**config.mk**
```make
export PLATFORM = sky130hd
export DESIGN_NAME = puf_host_16
export DESIGN_NICKNAME = d
export VERILOG_FILES = /design/src/rtl/puf_host_pkg.sv /design/src/rtl/puf_host_uart_rx8.sv /design/src/rtl/puf_host_16.sv
export SDC_FILE = /design/constraint.sdc
export NUM_CORES = 1
export LEC_CHECK = 0
export BUFFER_PORTS_ARGS = -buffer_cell sky130_fd_sc_hd__buf_4
export CAP_MARGIN = 20
export CELL_PAD_IN_SITES_DETAIL_PLACEMENT = 1
export CELL_PAD_IN_SITES_GLOBAL_PLACEMENT = 1
export CORE_UTILIZATION = 50
export DETAILED_ROUTE_END_ITERATION = 10
export PLACE_DENSITY_LB_ADDON = 0.1
export SLEW_MARGIN = 10
export SYNTH_ARGS = -nofsm -noshare
export SYNTH_HDL_FRONTEND = slang
export SYNTH_SLANG_ARGS = --single-unit
```
**constraint.sdc**
```tcl
create_clock -name clk -period 6.7 [get_ports clk]
set_clock_uncertainty 0.1 [all_clocks]
set_input_delay 2.01 -clock clk [delete_from_list [all_inputs] [get_ports clk]]
set_output_delay 2.01 -clock clk [all_outputs]
set_load 0.01 [all_outputs]
```
**src/rtl/puf_host_pkg.sv**
```systemverilog
// Shared types and constants for the 16-bit PUF UART host.
// Holds the host FSM state enum, UART frame geometry and the check word.
// Imported by puf_host_16 and puf_host_uart_rx8.
package puf_host_pkg;

  typedef enum logic [2:0] {
    IDLE,
    SEND_LO,
    SEND_HI,
    WAIT_LO,
    WAIT_HI,
    EMIT,
    NEXT
  } state_t;

  // start + 8 data + stop
  localparam int UART_FRAME_BITS = 10;

  // Known response word used by benches and downstream checkers.
  localparam logic [15:0] PUF_CHECK_WORD = 16'hABCD;

  // Transmit frame, LSB first: start(0), data[7:0], stop(1), then one
  // extra idle-high bit that provides the inter-byte gap.
  function automatic logic [UART_FRAME_BITS:0] uart_frame(input logic [7:0] data);
    return {2'b11, data, 1'b0};
  endfunction

endpackage

```
**src/rtl/puf_host_uart_rx8.sv**
```systemverilog
// UART 8N1 byte receiver: 2-FF synchronizer, start-bit qualifier, deserializer.
// Latency: byte_valid pulses one cycle after the mid-stop-bit sample.
// Backpressure: none; byte_valid is a one-cycle pulse, a frame with a low stop bit is dropped.
//
// Ports:
//   clk, rst_n        clock, asynchronous active-low reset
//   rx_in             asynchronous serial input, idles high
//   byte_valid        one-cycle strobe for a correctly framed byte
//   byte_data         received byte, held until the next valid byte
module puf_host_uart_rx8 #(
  parameter int CLKS_PER_BIT = 868
) (
  input  logic       clk,
  input  logic       rst_n,
  input  logic       rx_in,
  output logic       byte_valid,
  output logic [7:0] byte_data
);
  import puf_host_pkg::*;

  localparam int CW        = $clog2(CLKS_PER_BIT + 1);
  localparam int DATA_BITS = UART_FRAME_BITS - 2;
  localparam logic [CW-1:0] BIT_LAST  = CW'(CLKS_PER_BIT - 1);
  localparam logic [CW-1:0] HALF_LAST = CW'(CLKS_PER_BIT / 2 - 1);

  typedef enum logic [1:0] {R_IDLE, R_START, R_DATA, R_STOP} rx_state_t;

  rx_state_t     rx_state;
  logic          rx_meta;
  logic          rx_sync;
  logic          rx_prev;
  logic [CW-1:0] cnt;
  logic [2:0]    bit_idx;
  logic [7:0]    shreg;

  // Synchronizer plus one history stage for falling-edge detection.
  always_ff @(posedge clk or negedge rst_n) begin
    if (!rst_n) begin
      rx_meta <= 1'b1;
      rx_sync <= 1'b1;
      rx_prev <= 1'b1;
    end else begin
      rx_meta <= rx_in;
      rx_sync <= rx_meta;
      rx_prev <= rx_sync;
    end
  end

  always_ff @(posedge clk or negedge rst_n) begin
    if (!rst_n) begin
      rx_state   <= R_IDLE;
      cnt        <= '0;
      bit_idx    <= '0;
      shreg      <= '0;
      byte_valid <= 1'b0;
      byte_data  <= '0;
    end else begin
      byte_valid <= 1'b0;
      case (rx_state)
        // A falling edge (not just a low level) starts a frame, so a line
        // still low after a bad stop bit cannot retrigger a bogus byte.
        R_IDLE: begin
          cnt <= '0;
          if (rx_prev && !rx_sync) rx_state <= R_START;
        end
        R_START: begin
          if (cnt == HALF_LAST) begin
            cnt     <= '0;
            bit_idx <= '0;
            rx_state <= rx_sync ? R_IDLE : R_DATA;
          end else begin
            cnt <= cnt + 1'b1;
          end
        end
        R_DATA: begin
          if (cnt == BIT_LAST) begin
            cnt   <= '0;
            shreg <= {rx_sync, shreg[7:1]};
            if (bit_idx == 3'(DATA_BITS - 1)) rx_state <= R_STOP;
            else                              bit_idx  <= bit_idx + 1'b1;
          end else begin
            cnt <= cnt + 1'b1;
          end
        end
        R_STOP: begin
          if (cnt == BIT_LAST) begin
            cnt      <= '0;
            rx_state <= R_IDLE;
            if (rx_sync) begin
              byte_valid <= 1'b1;
              byte_data  <= shreg;
            end
          end else begin
            cnt <= cnt + 1'b1;
          end
        end
        default: rx_state <= R_IDLE;
      endcase
    end
  end

endmodule

```
**src/rtl/puf_host_16.sv**
```systemverilog
// Host initiator for the 16-bit PUF UART link: sweeps challenges, returns CRP records.
// Latency: start bit of the first challenge one cycle after start; crp_valid one cycle after the high response byte.
// Backpressure: crp_valid/crp_ready; EMIT holds the record and sends no further challenge until accepted.
//
// Ports:
//   clk, rst_n                 clock, asynchronous active-low reset
//   start, chal_first,         sweep launch pulse and parameters (sampled on start, ignored while busy)
//   chal_count
//   tx_out / rx_in             serial lines to / from the PUF device (8N1, low byte first)
//   crp_valid, crp_ready,      challenge-response record handshake
//   crp_challenge, crp_response
//   busy, done, timeout_err    sweep status; timeout_err is sticky until the next accepted start
//
// Build option: define PUF_HOST_TIMEOUT_EN to build the response watchdog
// (TIMEOUT_CYCLES); without it the host waits indefinitely and timeout_err is 0.
module puf_host_16 #(
  parameter int CLKS_PER_BIT   = 868,
  parameter int TIMEOUT_CYCLES = 2_000_000
) (
  input  logic        clk,
  input  logic        rst_n,
  input  logic        start,
  input  logic [15:0] chal_first,
  input  logic [15:0] chal_count,
  output logic        tx_out,
  input  logic        rx_in,
  output logic        crp_valid,
  input  logic        crp_ready,
  output logic [15:0] crp_challenge,
  output logic [15:0] crp_response,
  output logic        busy,
  output logic        done,
  output logic        timeout_err
);
  import puf_host_pkg::*;

  localparam int CW = $clog2(CLKS_PER_BIT + 1);
  localparam logic [CW-1:0] BIT_LAST = CW'(CLKS_PER_BIT - 1);
  // Low byte runs one extra bit-time (the idle gap) before the high byte.
  localparam logic [3:0] LO_LAST = 4'(UART_FRAME_BITS);
  localparam logic [3:0] HI_LAST = 4'(UART_FRAME_BITS - 1);

  state_t                   state;
  logic [15:0]              cur_chal;
  logic [15:0]              remaining;
  logic [7:0]               resp_lo;
  logic [UART_FRAME_BITS:0] tx_shift;
  logic [3:0]               tx_bit_idx;
  logic [CW-1:0]            tx_clk_cnt;
  logic                     tx_bit_end;
  logic                     byte_valid;
  logic [7:0]               byte_data;

  assign tx_bit_end = (tx_clk_cnt == BIT_LAST);

`ifdef PUF_HOST_TIMEOUT_EN
  localparam int WW = $clog2(TIMEOUT_CYCLES + 1);
  logic [WW-1:0] wd_cnt;
  logic          wd_expired;
  logic          timeout_q;
  assign wd_expired  = (wd_cnt == WW'(TIMEOUT_CYCLES - 1));
  assign timeout_err = timeout_q;
`else
  logic unused_timeout_cfg;
  assign unused_timeout_cfg = (TIMEOUT_CYCLES != 0);
  assign timeout_err = 1'b0;
`endif

  puf_host_uart_rx8 #(
    .CLKS_PER_BIT (CLKS_PER_BIT)
  ) u_rx (
    .clk        (clk),
    .rst_n      (rst_n),
    .rx_in      (rx_in),
    .byte_valid (byte_valid),
    .byte_data  (byte_data)
  );

  always_ff @(posedge clk or negedge rst_n) begin
    if (!rst_n) begin
      state         <= IDLE;
      cur_chal      <= '0;
      remaining     <= '0;
      resp_lo       <= '0;
      tx_shift      <= '1;
      tx_bit_idx    <= '0;
      tx_clk_cnt    <= '0;
      tx_out        <= 1'b1;
      crp_valid     <= 1'b0;
      crp_challenge <= '0;
      crp_response  <= '0;
      busy          <= 1'b0;
      done          <= 1'b0;
`ifdef PUF_HOST_TIMEOUT_EN
      wd_cnt        <= '0;
      timeout_q     <= 1'b0;
`endif
    end else begin
      done <= 1'b0;
      case (state)
        IDLE: begin
          tx_out <= 1'b1;
          if (start) begin
`ifdef PUF_HOST_TIMEOUT_EN
            timeout_q <= 1'b0;
`endif
            if (chal_count != 16'h0000) begin
              cur_chal   <= chal_first;
              remaining  <= chal_count;
              busy       <= 1'b1;
              state      <= SEND_LO;
              tx_shift   <= uart_frame(chal_first[7:0]);
              tx_out     <= 1'b0;
              tx_bit_idx <= '0;
              tx_clk_cnt <= '0;
            end else begin
              done <= 1'b1;
            end
          end
        end

        // tx_out always mirrors tx_shift[0]; shifting in ones keeps the line
        // high once the frame is exhausted.
        SEND_LO: begin
          if (tx_bit_end) begin
            tx_clk_cnt <= '0;
            if (tx_bit_idx == LO_LAST) begin
              state      <= SEND_HI;
              tx_shift   <= uart_frame(cur_chal[15:8]);
              tx_out     <= 1'b0;
              tx_bit_idx <= '0;
            end else begin
              tx_shift   <= {1'b1, tx_shift[UART_FRAME_BITS:1]};
              tx_out     <= tx_shift[1];
              tx_bit_idx <= tx_bit_idx + 1'b1;
            end
          end else begin
            tx_clk_cnt <= tx_clk_cnt + 1'b1;
          end
        end

        SEND_HI: begin
          if (tx_bit_end) begin
            tx_clk_cnt <= '0;
            if (tx_bit_idx == HI_LAST) begin
              state  <= WAIT_LO;
              tx_out <= 1'b1;
`ifdef PUF_HOST_TIMEOUT_EN
              wd_cnt <= '0;
`endif
            end else begin
              tx_shift   <= {1'b1, tx_shift[UART_FRAME_BITS:1]};
              tx_out     <= tx_shift[1];
              tx_bit_idx <= tx_bit_idx + 1'b1;
            end
          end else begin
            tx_clk_cnt <= tx_clk_cnt + 1'b1;
          end
        end

        WAIT_LO: begin
          if (byte_valid) begin
            resp_lo <= byte_data;
            state   <= WAIT_HI;
`ifdef PUF_HOST_TIMEOUT_EN
            wd_cnt  <= '0;
          end else if (wd_expired) begin
            state     <= IDLE;
            busy      <= 1'b0;
            done      <= 1'b1;
            timeout_q <= 1'b1;
          end else begin
            wd_cnt <= wd_cnt + 1'b1;
`endif
          end
        end

        WAIT_HI: begin
          if (byte_valid) begin
            crp_response  <= {byte_data, resp_lo};
            crp_challenge <= cur_chal;
            crp_valid     <= 1'b1;
            state         <= EMIT;
`ifdef PUF_HOST_TIMEOUT_EN
          end else if (wd_expired) begin
            state     <= IDLE;
            busy      <= 1'b0;
            done      <= 1'b1;
            timeout_q <= 1'b1;
          end else begin
            wd_cnt <= wd_cnt + 1'b1;
`endif
          end
        end

        EMIT: begin
          if (crp_ready) begin
            crp_valid <= 1'b0;
            remaining <= remaining - 1'b1;
            cur_chal  <= cur_chal + 1'b1;  // natural 16-bit wrap
            state     <= NEXT;
          end
        end

        NEXT: begin
          if (remaining != 16'h0000) begin
            state      <= SEND_LO;
            tx_shift   <= uart_frame(cur_chal[7:0]);
            tx_out     <= 1'b0;
            tx_bit_idx <= '0;
            tx_clk_cnt <= '0;
          end else begin
            state <= IDLE;
            busy  <= 1'b0;
            done  <= 1'b1;
          end
        end

        default: state <= IDLE;
      endcase
    end
  end

endmodule

```
==> reports/metrics.csv, run 1 <==
stage,metric,value,unit
yosys,syn_nets,718,
layout,layout_commonest_cell,dfrtp_1,
yosys,synthArstFlopShare,100.0,%
worst_setup_path,rr_startpoint,state[2],
yosys,syn_area,0.007004,sq mm
timing,finalWorstPathRequiredPeriod,4246,ps
power_and_ir_drop,p_comb_share,20.0,%
worst_setup_path,cp_cell_sequence,"buf_4, nor4_1, nand4_1, a21boi_2, nor2_2, mux2_2",
power_and_ir_drop,p_leak,3.824,nW
place,place_ws,2059,ps
cts,root_buffer,clkbuf_16,
yosys,yosys_most_used_dff,dfrtp_1,
route,via_per_inst,6.315,
worst_setup_path,critPathMaxStageDelay,820,ps
worst_setup_path,critPathKind,input port to register,
cts,cts.repair.resized,0,
place,place.gp.congestion,0.8771,
floorplan,chipHeight,120.4,um
yosys,avgSynthCellArea,10.45,sq um
route,drtIter0Drc,289,
outcome,outcome,completed,
cts,htree_levels,4,
floorplan,die-area,0.01449,sq mm
route,first_pass_iters,5,
worst_setup_path,startpoint,chal_count[0],
floorplan,pin_count,74,
route,ant_nets,0,
power_and_ir_drop,p_per_area,296.9,mW/mm^2
yosys,synth_top_cell_area_share,44.30,%
floorplan,die_x,120.4,um
yosys,yosys_warnings,0,
cts,cts_tree,done,
place,hpwl,13110,um
worst_setup_path,ff2ff_path_depth,5,
route,vias,5791,
power_and_ir_drop,seqPwrFrac,40.2,%
floorplan,rows,42,
timing,finalCritPeriodShare,63.37,%
layout,n_antenna_cell,0,
cts,clock-sinks,136,
global_routing,grt_start_max_net_pins,90,
global_routing,antenna_found_initial,0,
global_routing,grt_usage,29.65,%
cts,hold_buffers,0,
yosys,synth-seq-area-share,48.80,%
timing,finalHoldViolCount,0,
power_and_ir_drop,p_int,1.688,mW
timing,postLayoutSetupSlackWorst,2454,ps
timing,finalSetupViolations,0,
place,io_buffers,72,
yosys,synth_largest_area_cell,dfrtp_1,
worst_setup_path,cp_data_arrival_time,4450,ps
cts,clk_path_buf_depth,2,
yosys,synth_cells,670,
yosys,synth_seq_cells,136,
global_routing,grt_pass1_wl,33040,um
timing,worst_slew_pin_slew,966.2,ps
timing,rsz0062_at_grt,false,
power_and_ir_drop,switching_share,31.24,%
power_and_ir_drop,ir_drop,0.2037,mV
worst_setup_path,worstSetupStartpointType,input port,
global_routing,gr-total-overflow,0,
floorplan,start_util,52.06,%
layout,syn_to_final_growth,18.04,%
yosys,synth.area.top_cells,"dfrtp_1, mux2_2, dfstp_2, nor3_1, o21ai_0",
global_routing,grt_pass1_vias,6190,
yosys,ys_types,64,
layout,fillCellCount,1440,
worst_setup_path,r2r-end,remaining[1],
flow_run,cap_violations,0,
worst_setup_path,reg2reg_slack,2710,ps
floorplan,core,0.01345,sq mm
power_and_ir_drop,p_switching,0.7670,mW
timing,fin_tns_setup,0,ps
route,detail_route.wl_per_cell,21.98,um
power_and_ir_drop,clkPwrFrac,39.8,%
timing,clock.fmax,235.5,MHz
cts,cts_made_buffers,17,
min_path,hold_class,register to register,
worst_setup_path,crit_path_end_kind,register,
route,wirelength,20150,um
worst_setup_path,worstPathMaxFanout,19,
layout,drive_above_1_share,27.53,%
cts,insertion_delay,430,ps
worst_setup_path,worstSetupPathDepth,6,
yosys,synth_edf_count,0,
layout,layout.nets,776,
worst_setup_path,crit_slowest_cell,a21boi_2,
layout,final_cell_mix,"dfrtp_1, buf_4, mux2_2",
timing,maxSlewHeadroom,35.58,%
worst_setup_path,endpoint,remaining[1],
worst_setup_path,path_buf_inv,1,
route,drc,0,
timing,slew_violations,0,
worst_setup_path,critPathRequiredTime,6910,ps
worst_setup_path,cp_top_family,simple AND/OR/NAND/NOR gates,
cts,clk_pin_slew,60,ps
cts,postCtsSetupBuffers,0,
==> through the flow <==
step	cell area, sq um	instances	utilization (%)	power, mW	hold slack, ps
2_1_floorplan	7004	670	-	1.330	245.2
3_3_place_gp	7657	885	56.92	1.443	246.1
3_5_place_dp	7657	885	56.92	1.482	258.8
4_1_cts	8268	917	61.46	2.468	265.6
5_1_grt	8268	917	61.46	2.561	267.7
6_report	8268	917	61.46	2.455	262.9
==> synthesized netlist by cell type, types with 4 or more instances <==
master	number
nand2b_1	4
mux2i_1	15
nand3_1	19
a2bb2oi_1	18
o22ai_1	16
nor3_1	38
o21ai_0	37
dfrtp_1	124
ha_1	11
xor2_1	4
or2_2	5
a21oi_1	20
nor4_1	11
nand4_1	10
a31oi_1	8
nand2_1	39
nor2b_1	5
o31ai_1	11
inv_1	17
a211oi_1	12
a22oi_1	6
xnor2_1	6
o22a_1	5
buf_2	8
nor2_1	44
o221ai_1	7
mux2_2	64
clkbuf_1	27
and3_1	10
or3_1	6
dfstp_2	12
==> power groups by stage <==
stage	combinational, mW	clock (mW)	sequential, mW
finish	0.492	0.976	0.987
global route	0.543	1.02	0.995
CTS	0.492	0.991	0.985
detailed placement	0.484	0	0.998
global placement	0.454	0	0.990
floorplan	0.363	0	0.967
==> cell families (layout without fill, tap and decap cells) <==
family                     Yosys count  after routing  share of synthesized area [%]
and+or+nand+nor                    214            214                          16.24
AOI/OAI and AO/OA                  162            162                          15.95
DFF                                136            136                          48.80
muxes                               79             79                          12.43
buffers and inverters               57            128                          3.305
adders and majority gates           11             11                          1.965
xor gates and xnor gates            10             10                          1.250
other                                1              1                        0.05354
==> layer usage <==
layer,global-route usage [%],routed length (um),up-vias
li1,-,-,2614
met1,36.68,8476,2962
met2,50.18,10380,169
met3,6.462,783,46
met4,12.27,516,0
met5,0,0,-
==> final cells by class <==
class                           instances  area, sq um  share of cell area [%]
Clock buffer                           19        452.9                   5.478
Clock inverter                         13        157.7                   1.907
Inverter                               17        63.81                  0.7718
Multi-Input combinational cell        477         3358                   40.62
Sequential cell                       136         3418                   41.34
Tap cell                              176        220.2                   2.663
Timing Repair Buffer                   79        596.8                   7.219
==> how the worst min path moves through the flow <==
stage	startpoint	end	slack [ps]	depth (start not counted)
2_1_floorplan	u_rx.rx_meta	u_rx.rx_sync	250	0
3_3_place_gp	u_rx.rx_meta	u_rx.rx_sync	250	0
3_5_place_dp	u_rx.rx_meta	u_rx.rx_sync	260	0
4_1_cts	u_rx.rx_meta	u_rx.rx_sync	270	0
5_1_grt	u_rx.rx_meta	u_rx.rx_sync	270	0
6_report	u_rx.rx_meta	u_rx.rx_sync	260	0
==> registers in the layout, summed over array words and instances (netlist names), 3 cells and up, named ones only <==
signal / cells
u_rx.shreg: 8
tx_shift: 8
u_rx.cnt: 10
state: 3
tx_clk_cnt: 10
crp_response: 16
u_rx.bit_idx: 3
crp_challenge: 16
remaining: 16
resp_lo: 8
u_rx.byte_data: 8
tx_bit_idx: 4
cur_chal: 16
==> worst reg2reg max path, stage by stage, from the launching register on <==
cell	delay, ps
dfrtp_1	930
and3b_2	970
nand2_1	300
a21boi_2	370
nor2_2	790
mux2_2	410
No activity file was read; power rests on OpenSTA's default activity.
==> inputs of run 2 (changes only) <==
--- a/config.mk
+++ b/config.mk
@@ -9,7 +9,7 @@
 export CAP_MARGIN = 20
 export CELL_PAD_IN_SITES_DETAIL_PLACEMENT = 1
 export CELL_PAD_IN_SITES_GLOBAL_PLACEMENT = 1
-export CORE_UTILIZATION = 50
+export CORE_UTILIZATION = 42
 export DETAILED_ROUTE_END_ITERATION = 10
 export PLACE_DENSITY_LB_ADDON = 0.1
 export SLEW_MARGIN = 10
==> constraint.sdc (replaced) <==
create_clock -name clk -period 3.6 [get_ports clk]
set_clock_uncertainty 0.1 [all_clocks]
set_input_delay 1.08 -clock clk [delete_from_list [all_inputs] [get_ports clk]]
set_output_delay 1.08 -clock clk [all_outputs]
set_load 0.01 [all_outputs]
==> reports/metrics.csv, run 2 (synthesis results as in run 1) <==
stage,metric,value,unit
power_and_ir_drop,ir_drop,0.4029,mV
flow_run,cap_violations,0,
cts,hold_buffers,0,
route,ant_nets,0,
place,place_ws,447.2,ps
timing,rsz0062_at_grt,false,
route,wirelength,19220,um
timing,finalWorstPathRequiredPeriod,2876,ps
min_path,hp-start,u_rx.rx_meta,
layout,fillCellCount,1722,
cts,htree_levels,4,
worst_setup_path,reg2reg_slack,720,ps
cts,clk_path_buf_depth,2,
cts,clk_pin_slew,70,ps
cts,insertion_delay,440,ps
place,placed_cells,932,
cts,cts.repair.resized,0,
layout,n_antenna_cell,0,
global_routing,grt_usage,23.65,%
cts,cts_tree,done,
timing,maxSlewHeadroom,31.36,%
cts,cts_made_buffers,17,
global_routing,grt_pass1_wl,32280,um
cts,root_buffer,clkbuf_16,
place,hpwl,13030,um
worst_setup_path,worstPathMaxFanout,19,
layout,final_cell_mix,"dfrtp_1, buf_4, mux2_2",
worst_setup_path,critPathRequiredTime,3850,ps
outcome,outcome,completed,
global_routing,grt_start_max_net_pins,70,
timing,fin_tns_setup,0,ps
worst_setup_path,ff2ff_path_depth,5,
timing,slew_violations,0,
route,met1_length,8722,um
worst_setup_path,crit_path_end_kind,register,
route,detail_route.wl_per_cell,19.94,um
worst_setup_path,r2r-end,tx_clk_cnt[9],
route,highest_layer,met4,
place,io_buffers,72,
floorplan,start_util,43.62,%
route,drtIter0Drc,233,
layout,syn_to_final_growth,20.19,%
route,wl_met2,9536,um
timing,finalSetupViolations,0,
global_routing,gr-total-overflow,0,
layout,fin_cells,964,
layout,seqCellArea,0.003418,sq mm
route,vias,5646,
timing,finalHoldViolCount,0,
worst_setup_path,cp_data_arrival_time,3130,ps
power_and_ir_drop,p_per_area,555.4,mW/mm^2
layout,layout.nets,783,
global_routing,antenna_found_initial,0,
cts,postCtsSetupBuffers,0,
floorplan,die-area,0.01720,sq mm
floorplan,rows,46,
timing,postLayoutSetupSlackWorst,724.1,ps
floorplan,core,0.01606,sq mm
layout,multi_input_area,0.003358,sq mm
worst_setup_path,worstSetupStartpointType,register,
floorplan,pin_count,74,
route,first_pass_iters,4,
floorplan,chipHeight,131.1,um
power_and_ir_drop,p_leak,3.893,nW
cts,clock-sinks,136,
route,dr_wl_met3,675,um
min_path,holdPathEnd,u_rx.rx_sync,
route,via_per_inst,5.857,
min_path,hold_class,register to register,
timing,clock.fmax,347.7,MHz
timing,worst_slew_pin_slew,1029,ps
min_path,hold_path_depth,0,
route,drc,0,
layout,drive_above_1_share,28.21,%
timing,finalCritPeriodShare,79.89,%
place,place.gp.congestion,0.8403,
worst_setup_path,rr_startpoint,state[0],
global_routing,grt_pass1_vias,6005,
worst_setup_path,critPathKind,register to register,
floorplan,die_x,131.1,um
layout,layout_commonest_cell,dfrtp_1,
==> run 2: changes by cell type in the layout (fill, tap and decap cells not counted), moves of 2 or more <==
cell        previous run  this run
inv_8                  2        10
clkinv_4               2         0
clkbuf_8               2         0
clkinvlp_4             3         0
buf_4                 78        84
inv_6                  4         2
==> run 2: final cells by class <==
cell class	instances	share of cell area, %
sequential	136	40.61
multi-input combinational	477	39.89
clock buffer	17	5.054
tap	216	3.210
clock inverter	15	2.616
inverter	17	0.7580
timing repair buffer	86	7.863
==> run 2: worst max-delay path, stage by stage (launching register included) <==
cell	delay, ps
dfrtp_1	700
xor2_1	740
nand2_1	420
nor2_1	530
a211oi_1	140
o21bai_1	160
==> run 2: report_power, final <==
group | switching [mW] | total (mW) | internal, mW | leakage [nW]
combinational | 0.519 | 0.901 | 0.383 | 1.74
clock | 0.802 | 1.94 | 1.14 | 0.321
sequential | 0.141 | 1.83 | 1.69 | 1.83
==> run 2: worst max-delay path by stage <==
stage,cells past startpoint,from,end,slack (ps)
after floorplan,6,chal_count[3],tx_clk_cnt[6],920
after global placement,7,chal_count[11],cur_chal[0],480
after detailed placement,7,chal_count[11],cur_chal[0],450
after CTS,5,state[0],tx_clk_cnt[9],680
after global routing,5,state[0],tx_clk_cnt[9],460
final,5,state[0],tx_clk_cnt[9],720
==> run 2: per-layer routing <==
layer | track usage [%] | vias up
met2 | 38.68 | 89
met3 | 5.440 | 24
li1 | - | 2632
met4 | 7.908 | 0
met5 | 0 | -
met1 | 30.81 | 2901
==> run 2: metrics by stage <==
stage               utilization [%]  power [mW]  hold WS (ps)  cell area (sq um)
finish                        52.42       4.675         256.1               8418
global route                  52.42       4.898         259.4               8418
CTS                           52.42       4.721         257.7               8418
detailed placement            48.40       2.762         247.6               7772
global placement              48.40       2.715         246.6               7772
floorplan                         -       2.475         245.2               7004
==> inputs of run 3 (changes only) <==
--- a/config.mk
+++ b/config.mk
@@ -9,7 +9,7 @@
 export CAP_MARGIN = 20
 export CELL_PAD_IN_SITES_DETAIL_PLACEMENT = 1
 export CELL_PAD_IN_SITES_GLOBAL_PLACEMENT = 1
-export CORE_UTILIZATION = 42
+export CORE_UTILIZATION = 47
 export DETAILED_ROUTE_END_ITERATION = 10
 export PLACE_DENSITY_LB_ADDON = 0.1
 export SLEW_MARGIN = 10
==> constraint.sdc (replaced) <==
create_clock -name clk -period 3 [get_ports clk]
set_clock_uncertainty 0.1 [all_clocks]
set_input_delay 0.9 -clock clk [delete_from_list [all_inputs] [get_ports clk]]
set_output_delay 0.9 -clock clk [all_outputs]
set_load 0.01 [all_outputs]
==> reports/metrics.csv, run 3 (synthesis results as in run 1) <==
stage,metric,value,unit
worst_setup_path,cp_top_family,simple AND/OR/NAND/NOR gates,
power_and_ir_drop,p_per_area,640.8,mW/mm^2
cts,cts_tree,done,
timing,finalWorstPathRequiredPeriod,2699,ps
worst_setup_path,crit_slowest_cell,or4bb_1,
layout,multi_input_area,0.003358,sq mm
cts,insertion_delay,430,ps
route,via_per_inst,6.128,
global_routing,grt_pass1_wl,32600,um
cts,clk_path_buf_depth,2,
min_path,hp-start,u_rx.rx_meta,
floorplan,chipHeight,124.1,um
layout,fillCellCount,1586,
worst_setup_path,critPathMaxStageDelay,560,ps
worst_setup_path,cp_cell_sequence,"ha_1, or4bb_1, nor3_1, and4_1, mux2_2",
route,wirelength,19880,um
global_routing,grt_start_max_net_pins,64,
cts,cts.repair.resized,0,
layout,layout_commonest_cell,dfrtp_1,
timing,clock.fmax,370.6,MHz
cts,hold_buffers,0,
place,placed_cells,909,
timing,worst_slew_pin_slew,726.7,ps
worst_setup_path,ff2ff_path_depth,5,
layout,final_cell_mix,"dfrtp_1, buf_4, mux2_2",
cts,clock-sinks,136,
layout,layout.nets,792,
timing,slew_violations,0,
worst_setup_path,worstSetupStartpointType,register,
worst_setup_path,rr_startpoint,u_rx.cnt[0],
global_routing,gr-total-overflow,0,
global_routing,grt_usage,27.96,%
cts,clk_pin_slew,60,ps
place,place.gp.congestion,0.8489,
route,drc,0,
worst_setup_path,critPathKind,register to register,
min_path,hold_class,register to register,
cts,postCtsSetupBuffers,0,
worst_setup_path,path_buf_inv,0,
cts,root_buffer,clkbuf_16,
flow_run,cap_violations,0,
floorplan,die-area,0.01539,sq mm
timing,rsz0062_at_grt,false,
floorplan,die_x,124.1,um
floorplan,pin_count,74,
outcome,outcome,completed,
layout,drive_above_1_share,28.97,%
floorplan,core,0.01453,sq mm
timing,finalHoldViolCount,0,
route,vias,5760,
layout,seqCellArea,0.003418,sq mm
timing,fin_tns_setup,0,ps
cts,htree_levels,4,
worst_setup_path,worstPathMaxFanout,9,
route,ant_nets,0,
layout,n_antenna_cell,0,
min_path,holdPathEnd,u_rx.rx_sync,
global_routing,antenna_found_initial,0,
worst_setup_path,cp_data_arrival_time,2910,ps
layout,fin_cells,940,
route,drtIter0Drc,363,
route,first_pass_iters,5,
place,io_buffers,72,
layout,syn_to_final_growth,19.92,%
power_and_ir_drop,total_power,5.382,mW
min_path,hold_path_depth,0,
floorplan,start_util,48.19,%
floorplan,rows,44,
worst_setup_path,r2r-end,u_rx.byte_data[3],
power_and_ir_drop,ir_drop,0.4591,mV
power_and_ir_drop,p_leak,3.893,nW
place,hpwl,13310,um
cts,cts_made_buffers,17,
timing,finalSetupViolations,0,
worst_setup_path,crit_path_end_kind,register,
global_routing,grt_pass1_vias,6158,
timing,finalCritPeriodShare,89.95,%
worst_setup_path,critPathRequiredTime,3220,ps
timing,maxSlewHeadroom,51.11,%
worst_setup_path,reg2reg_slack,300,ps
route,detail_route.wl_per_cell,21.14,um
[run 3: cell count changes in the layout (fill, tap and decap cells not counted)]
cell        previous run  this run
inv_6                  2         3
clkbuf_8               0         1
clkinv_2               0         2
inv_8                 10         0
clkinvlp_4             0         4
bufinv_16              3         1
buf_12                 1         4
buf_4                 84        90
clkinv_4               0         3
[run 3: where the power goes]
part	internal (mW)	total (mW)	switching, mW	leakage (nW)
Sequential	2.03	2.20	0.168	1.83
Combinational	0.492	1.16	0.664	1.80
Clock	1.16	2.03	0.864	0.265
Total	3.69	5.38	1.70	3.89
[run 3: area by class of cell]
| type | count | area share (%) |
|---|---|---|
| clock inverter | 13 | 1.460 |
| multi-input combinational | 477 | 39.98 |
| inverter | 17 | 0.7597 |
| sequential | 136 | 40.70 |
| tap | 184 | 2.741 |
| clock buffer | 18 | 5.229 |
| timing repair buffer | 95 | 9.132 |
[run 3: worst max-delay path by stage]
stage                       start                end  slack [ps]  cells past startpoint
floorplan           chal_count[3]      tx_clk_cnt[6]         500                      6
global placement    chal_count[0]      tx_bit_idx[1]         130                      7
detailed placement  chal_count[0]      tx_bit_idx[1]         110                      7
CTS                   u_rx.cnt[0]  u_rx.byte_data[6]         240                      5
global route          u_rx.cnt[0]  u_rx.byte_data[6]         110                      5
finish                u_rx.cnt[0]  u_rx.byte_data[3]         300                      5
[run 3: metrics by stage]
stage / area, sq um / hold WS (ps) / worst slack (ps) / utilization [%]
after detailed placement: 7838 / 253.5 / 106.5 / 53.93
after CTS: 8399 / 259.1 / 242.7 / 57.79
after global routing: 8399 / 264.3 / 112.0 / 57.79
final: 8399 / 258.6 / 301.4 / 57.79
after global placement: 7838 / 245.9 / 128.8 / 53.93
after floorplan: 7004 / 245.2 / 504.8 / -
[run 3: per-layer routing]
metal  global-route usage [%]  vias up  wire, um
met3                    6.914       41       852
li1                         -     2642         -
met1                    34.51     2945      8379
met5                        0        -         0
met4                    10.49        0       512
met2                    47.06      132     10130
